## src/rtl/exc_ctrl.sv

```systemverilog
`default_nettype none
// ============================================================================
// Module   : exc_ctrl
// Purpose  : Exception/interrupt arbiter. Selects the highest-priority
//            pipeline exception (MEM > ID > IF > interrupt), issues it to cp0
//            for one cycle, then flushes/stalls until cp0 acknowledges.
//            Optional macro EXC_CTRL_TIMER_INT_EN ORs int_timer_req into IP7.
// Revision : 1.0 - initial release
// ============================================================================
module exc_ctrl (
    input  logic        clk,
    input  logic        rst,
    input  logic [31:0] status,
    input  logic [5:0]  hw_int,
    input  logic        int_timer_req,
    output logic [7:0]  cause_ip,
    input  logic        if_adel,
    input  logic [31:0] if_pc,
    input  logic        id_valid,
    input  logic [31:0] id_pc,
    input  logic        id_bd,
    input  logic        id_sys,
    input  logic        id_ri,
    input  logic        id_eret,
    input  logic        mem_valid,
    input  logic [31:0] mem_pc,
    input  logic        mem_bd,
    input  logic [31:0] mem_addr,
    input  logic [2:0]  mem_exc,
    input  logic        mem_we,
    output logic [4:0]  exc_code,
    output logic [31:0] exc_epc,
    output logic [31:0] exc_badvaddr,
    input  logic        exc_jmp_flag,
    output logic        flush,
    output logic        stall
);

    localparam logic [4:0] C_EC_INT  = 5'd0;
    localparam logic [4:0] C_EC_TLBL = 5'd2;
    localparam logic [4:0] C_EC_TLBS = 5'd3;
    localparam logic [4:0] C_EC_ADEL = 5'd4;
    localparam logic [4:0] C_EC_ADES = 5'd5;
    localparam logic [4:0] C_EC_SYS  = 5'd8;
    localparam logic [4:0] C_EC_RI   = 5'd10;
    localparam logic [4:0] C_EC_ERET = 5'd30;
    localparam logic [4:0] C_EC_NONE = 5'd31;

    typedef enum logic [1:0] {
        S_IDLE  = 2'd0,
        S_ISSUE = 2'd1,
        S_WAIT  = 2'd2
    } state_t;

    state_t      r_state;
    logic [5:0]  r_sync1;
    logic [5:0]  r_sync2;
    logic [4:0]  r_code;
    logic [31:0] r_epc;
    logic [31:0] r_bad;
    logic        r_busy;

    logic        w_ip7;
    logic        w_mem_req;
    logic        w_id_req;
    logic        w_int_req;
    logic [31:0] w_mem_epc;
    logic [31:0] w_id_epc;
    logic        w_req;
    logic [4:0]  w_code;
    logic [31:0] w_epc;
    logic [31:0] w_bad;
    logic        w_unused;

    // Timer request bypasses the synchronizer: it originates in the cp0 clock domain.
`ifdef EXC_CTRL_TIMER_INT_EN
    assign w_ip7    = r_sync2[5] | int_timer_req;
    assign w_unused = ^{status[31:16], status[7:3]};
`else
    assign w_ip7    = r_sync2[5];
    assign w_unused = ^{status[31:16], status[7:3], int_timer_req};
`endif

    assign cause_ip = {w_ip7, r_sync2[4:0], 2'b00};

    assign w_mem_req = mem_valid && (mem_exc != 3'b000);
    assign w_id_req  = id_valid && (id_ri || id_sys || id_eret);
    assign w_int_req = id_valid && ((cause_ip & status[15:8]) != 8'h00)
                       && status[0] && !status[1] && !status[2];
    assign w_mem_epc = mem_bd ? (mem_pc - 32'd4) : mem_pc;
    assign w_id_epc  = id_bd  ? (id_pc  - 32'd4) : id_pc;

    always_comb begin
        w_req  = 1'b0;
        w_code = C_EC_NONE;
        w_epc  = 32'd0;
        w_bad  = 32'd0;
        if (w_mem_req) begin
            w_req = 1'b1;
            w_epc = w_mem_epc;
            w_bad = mem_addr;
            if (mem_exc[0])
                w_code = C_EC_ADEL;
            else if (mem_exc[1])
                w_code = C_EC_ADES;
            else
                w_code = mem_we ? C_EC_TLBS : C_EC_TLBL;
        end else if (w_id_req) begin
            w_req  = 1'b1;
            w_epc  = w_id_epc;
            w_code = id_ri ? C_EC_RI : (id_sys ? C_EC_SYS : C_EC_ERET);
        end else if (if_adel) begin
            w_req  = 1'b1;
            w_code = C_EC_ADEL;
            w_epc  = if_pc;
            w_bad  = if_pc;
        end else if (w_int_req) begin
            w_req  = 1'b1;
            w_code = C_EC_INT;
            w_epc  = w_id_epc;
        end
    end

    always_ff @(posedge clk) begin
        if (rst) begin
            r_sync1 <= 6'd0;
            r_sync2 <= 6'd0;
        end else begin
            r_sync1 <= hw_int;
            r_sync2 <= r_sync1;
        end
    end

    always_ff @(posedge clk) begin
        if (rst) begin
            r_state <= S_IDLE;
            r_code  <= C_EC_NONE;
            r_epc   <= 32'd0;
            r_bad   <= 32'd0;
            r_busy  <= 1'b0;
        end else begin
            case (r_state)
                S_IDLE: begin
                    if (w_req) begin
                        r_state <= S_ISSUE;
                        r_code  <= w_code;
                        r_epc   <= w_epc;
                        r_bad   <= w_bad;
                        r_busy  <= 1'b1;
                    end
                end
                S_ISSUE: begin
                    r_state <= S_WAIT;
                    r_code  <= C_EC_NONE;
                end
                S_WAIT: begin
                    if (exc_jmp_flag) begin
                        r_state <= S_IDLE;
                        r_busy  <= 1'b0;
                    end
                end
                default: begin
                    r_state <= S_IDLE;
                    r_code  <= C_EC_NONE;
                    r_busy  <= 1'b0;
                end
            endcase
        end
    end

    assign exc_code     = r_code;
    assign exc_epc      = r_epc;
    assign exc_badvaddr = r_bad;
    assign flush        = r_busy;
    assign stall        = r_busy;

endmodule
`default_nettype wire

```

## config.mk

```make
export PLATFORM = sky130hd
export DESIGN_NAME = exc_ctrl
export DESIGN_NICKNAME = d
export VERILOG_FILES = /design/src/rtl/exc_ctrl.sv
export SDC_FILE = /design/constraint.sdc
export NUM_CORES = 1
export LEC_CHECK = 0
export BUFFER_PORTS_ARGS = -buffer_cell sky130_fd_sc_hd__buf_2
export CORE_ASPECT_RATIO = 1.1
export CORE_UTILIZATION = 49
export CTS_CLUSTER_DIAMETER = 50
export CTS_CLUSTER_SIZE = 10
export DETAILED_ROUTE_END_ITERATION = 12
export HOLD_SLACK_MARGIN = 0.03
export PLACE_DENSITY = 0.89
export REMOVE_ABC_BUFFERS = 1
export SYNTH_ARGS = -nofsm -noshare
export SYNTH_HDL_FRONTEND = slang
export SYNTH_SLANG_ARGS = --single-unit
```

## constraint.sdc

```tcl
create_clock -name clk -period 3.18 [get_ports clk]
set_input_delay 0.159 -clock clk [delete_from_list [all_inputs] [get_ports clk]]
set_output_delay 0.159 -clock clk [all_outputs]
set_load 0.03 [all_outputs]
```

==> out/qor.yml <==
finish:
  n_fill_cell: 838
  layout_common_cells: "234 x buf_2, 106 x nor2_1, 84 x dfxtp_1"
  final_util: 0.674
  final_common_cell: "buf_2"
  register_area_um2: 1680
  nets: 997
  layout-drive-gt1-share: 0.362
  multi_input_area_um2: 3020
  diodes: 0
  stdcell_count: 935
  area_growth_pct: 31.4
  finalInstanceArea_um2: 6430
cts:
  cts-resized-gates: 0
  numClockSinks: 84
  cts_tree: "built"
  clk_latency_ns: 0.37
  cts_htree_levels: 3
  cts_root_buf: "clkbuf_8"
  ctsHoldBuffers: 8
  cts_buffer_depth: 2
  path_clk_slew_ns: 0.10
  postCtsSetupBuffers: 0
  cts_buffers: 9
sta:
  min_period_ns: 2.65
  hold_violations: 0
  slew_headroom: 0.407
  fmax_mhz: 377
  setup_slack_ns: 0.530
  period_share: 0.833
  slew_viol_final: 0
  skew_ns: 0.0153
  tightest_slew_ns: 0.890
  rsz0062_at_grt: "no"
  setup_viol: 0
floorplanning:
  die-area_um2: 10400
  rows: 37
  coreArea_um2: 9540
  die_w_um: 97.3
  die_h_um: 107
  boundaryPins: 261
  initial_utilization: 0.513
drt:
  drtAntennaViolNets: 0
  dr.pass1.iters: 5
  totalWireLength_um: 16100
  routed_via_density: 5.85
  wire_per_inst_um: 17.2
  drc: 0
  drtIter0Drc: 348
  vias: 5469
synth:
  yosysSeqAreaShare: 0.344
  synth-seq-cells: 84
  syn-cell-area_um2: 4890
  synthFlopType: "dfxtp_1"
  netlist-cell-type-count: 61
  syn_avg_cell_area_um2: 8.29
  synth_edf_count: 0
  postSynthCellCount: 590
  synthArstFlopShare: 0
  synth_warnings: 0
global_routing:
  grt.total_usage: 0.304
  grt_max_degree: 52
  antenna_found_initial: 0
  grt_first_pass_wirelength_um: 25400
  grt.overflow.total: 0
  grt_pass1_vias: 5331
hold_path:
  hold_path_depth: 3
  min_path_type: "in -> reg"
run_status:
  outcome: "completed"
placement:
  dpl_cell_area_um2: 6140
  dpl_worst_slack_ns: 0.615
  hpwl_um: 11500
  gp_congestion: 0.871
  io_buffers: 234
  dp.cells: 911
power:
  powerDensity_nw_per_um2: 495
  leakage_nw: 2.93
  ir_worst_vdd_v: 0.000296
critical_path:
  cp-start-kind: "flip-flop"
  cp-end-kind: "flip-flop"
  critPathMaxFanout: 51
  r2r_cells: 6
  crit_type: "reg -> reg"
  cp.required_ns: 3.46
  crit_arrival_ns: 2.93
job:
  maxCapViolCount: 0
-- critical path, stage by stage (launching register included) --
cell and delay, ns:
dfxtp_1 0.40, a22o_1 0.21, o32ai_2 0.20, a21oi_4 0.75
buf_4 0.60, nor2_1 0.13, a211oi_2 0.22
-- sequential cells by signal (all words and copies together) (netlist names) --
name,cells
r_sync2,6
exc_badvaddr,32
exc_code,5
exc_epc,32
r_sync1,6
flush,1
r_state,2
-- Yosys cell counts, types with 2 or more instances --
cell type  count  share of area
nor4_4         2         0.0087
nand2_1       25          0.019
nor4_2         5          0.013
a311oi_1       2         0.0036
nor4_1        11          0.014
ha_1           2         0.0051
a222oi_1      13          0.027
a211oi_1      25          0.038
a31oi_1        2         0.0026
nor3_1        55          0.056
buf_4          3         0.0046
clkbuf_1      26          0.020
dfxtp_1       84           0.34
or3_1          7         0.0090
nor2b_1       13          0.017
a22oi_1        8          0.012
nor2_1       107          0.082
a211oi_2       4          0.010
nand4_1        4         0.0051
inv_1          7         0.0054
xnor2_1       11          0.020
nand3_1        4         0.0041
nand2b_1       3         0.0038
o21ai_0       12          0.012
buf_2         11          0.011
and4bb_2       2         0.0051
nand3b_1       3         0.0046
nand4b_4       2         0.0097
a221oi_1      28          0.050
or4_4          2         0.0046
xor2_1        45          0.081
nand3_2        2         0.0041
or4_1          3         0.0046
a21oi_1       20          0.020
a22o_1         3         0.0054
mux2i_1        3         0.0061
nor3_2         2         0.0041
or2_2          5         0.0064
o31a_1         2         0.0036
-- stage by stage --
| stage | total power, mW | hold WS, ns | TNS (ns) |
|---|---|---|---|
| floorplan | 1.97 | 0.224 | -127.55 |
| global placement | 2.34 | 0.370 | 0 |
| detailed placement | 2.37 | 0.373 | 0 |
| CTS | 3.18 | 0.0307 | 0 |
| global route | 3.34 | 0.0344 | 0 |
| finish | 3.18 | 0.0420 | 0 |
-- metal layers --
layer  global-route usage  up-vias  part of all wire
met5                    0        -                 0
met2                0.547      266              0.50
li1                     -     2637                 -
met4                0.127        0             0.024
met3               0.0567       32             0.074
met1                0.354     2534              0.40
-- power by group --
part	internal [mW]	switching, mW	leakage, nW	total (mW)
logic	0.376	0.725	2.14	1.10
registers	1.19	0.0680	0.696	1.26
clock network	0.392	0.434	0.0995	0.825
total	1.96	1.23	2.93	3.18
-- layout make-up --
type,count,share of cell area
Sequential cell,84,0.262
Inverter,7,0.00409
Clock buffer,10,0.0214
Timing Repair Buffer,253,0.209
Multi-Input combinational cell,458,0.470
Clock inverter,6,0.0111
Tap cell,117,0.0228
-- worst paths after layout --
path                     start               end  slack, ns
setup / recovery    r_sync2[0]       exc_epc[14]       0.53
hold / removal    mem_addr[23]  exc_badvaddr[23]       0.04
setup reg to reg    r_sync2[0]       exc_epc[14]       0.53
hold reg to reg     r_sync1[2]        r_sync2[2]       0.45
-- cell families after synthesis --
logic type	Yosys count	share of synthesized area
mux	3	0.00614
other cells	1	0.000767
compound gates	132	0.211
fa+ha+maj	2	0.00511
simple gates	263	0.289
xor+xnor	56	0.100
buf+inv	49	0.0442
flops	84	0.344
No activity file was read; power rests on OpenSTA's default activity.
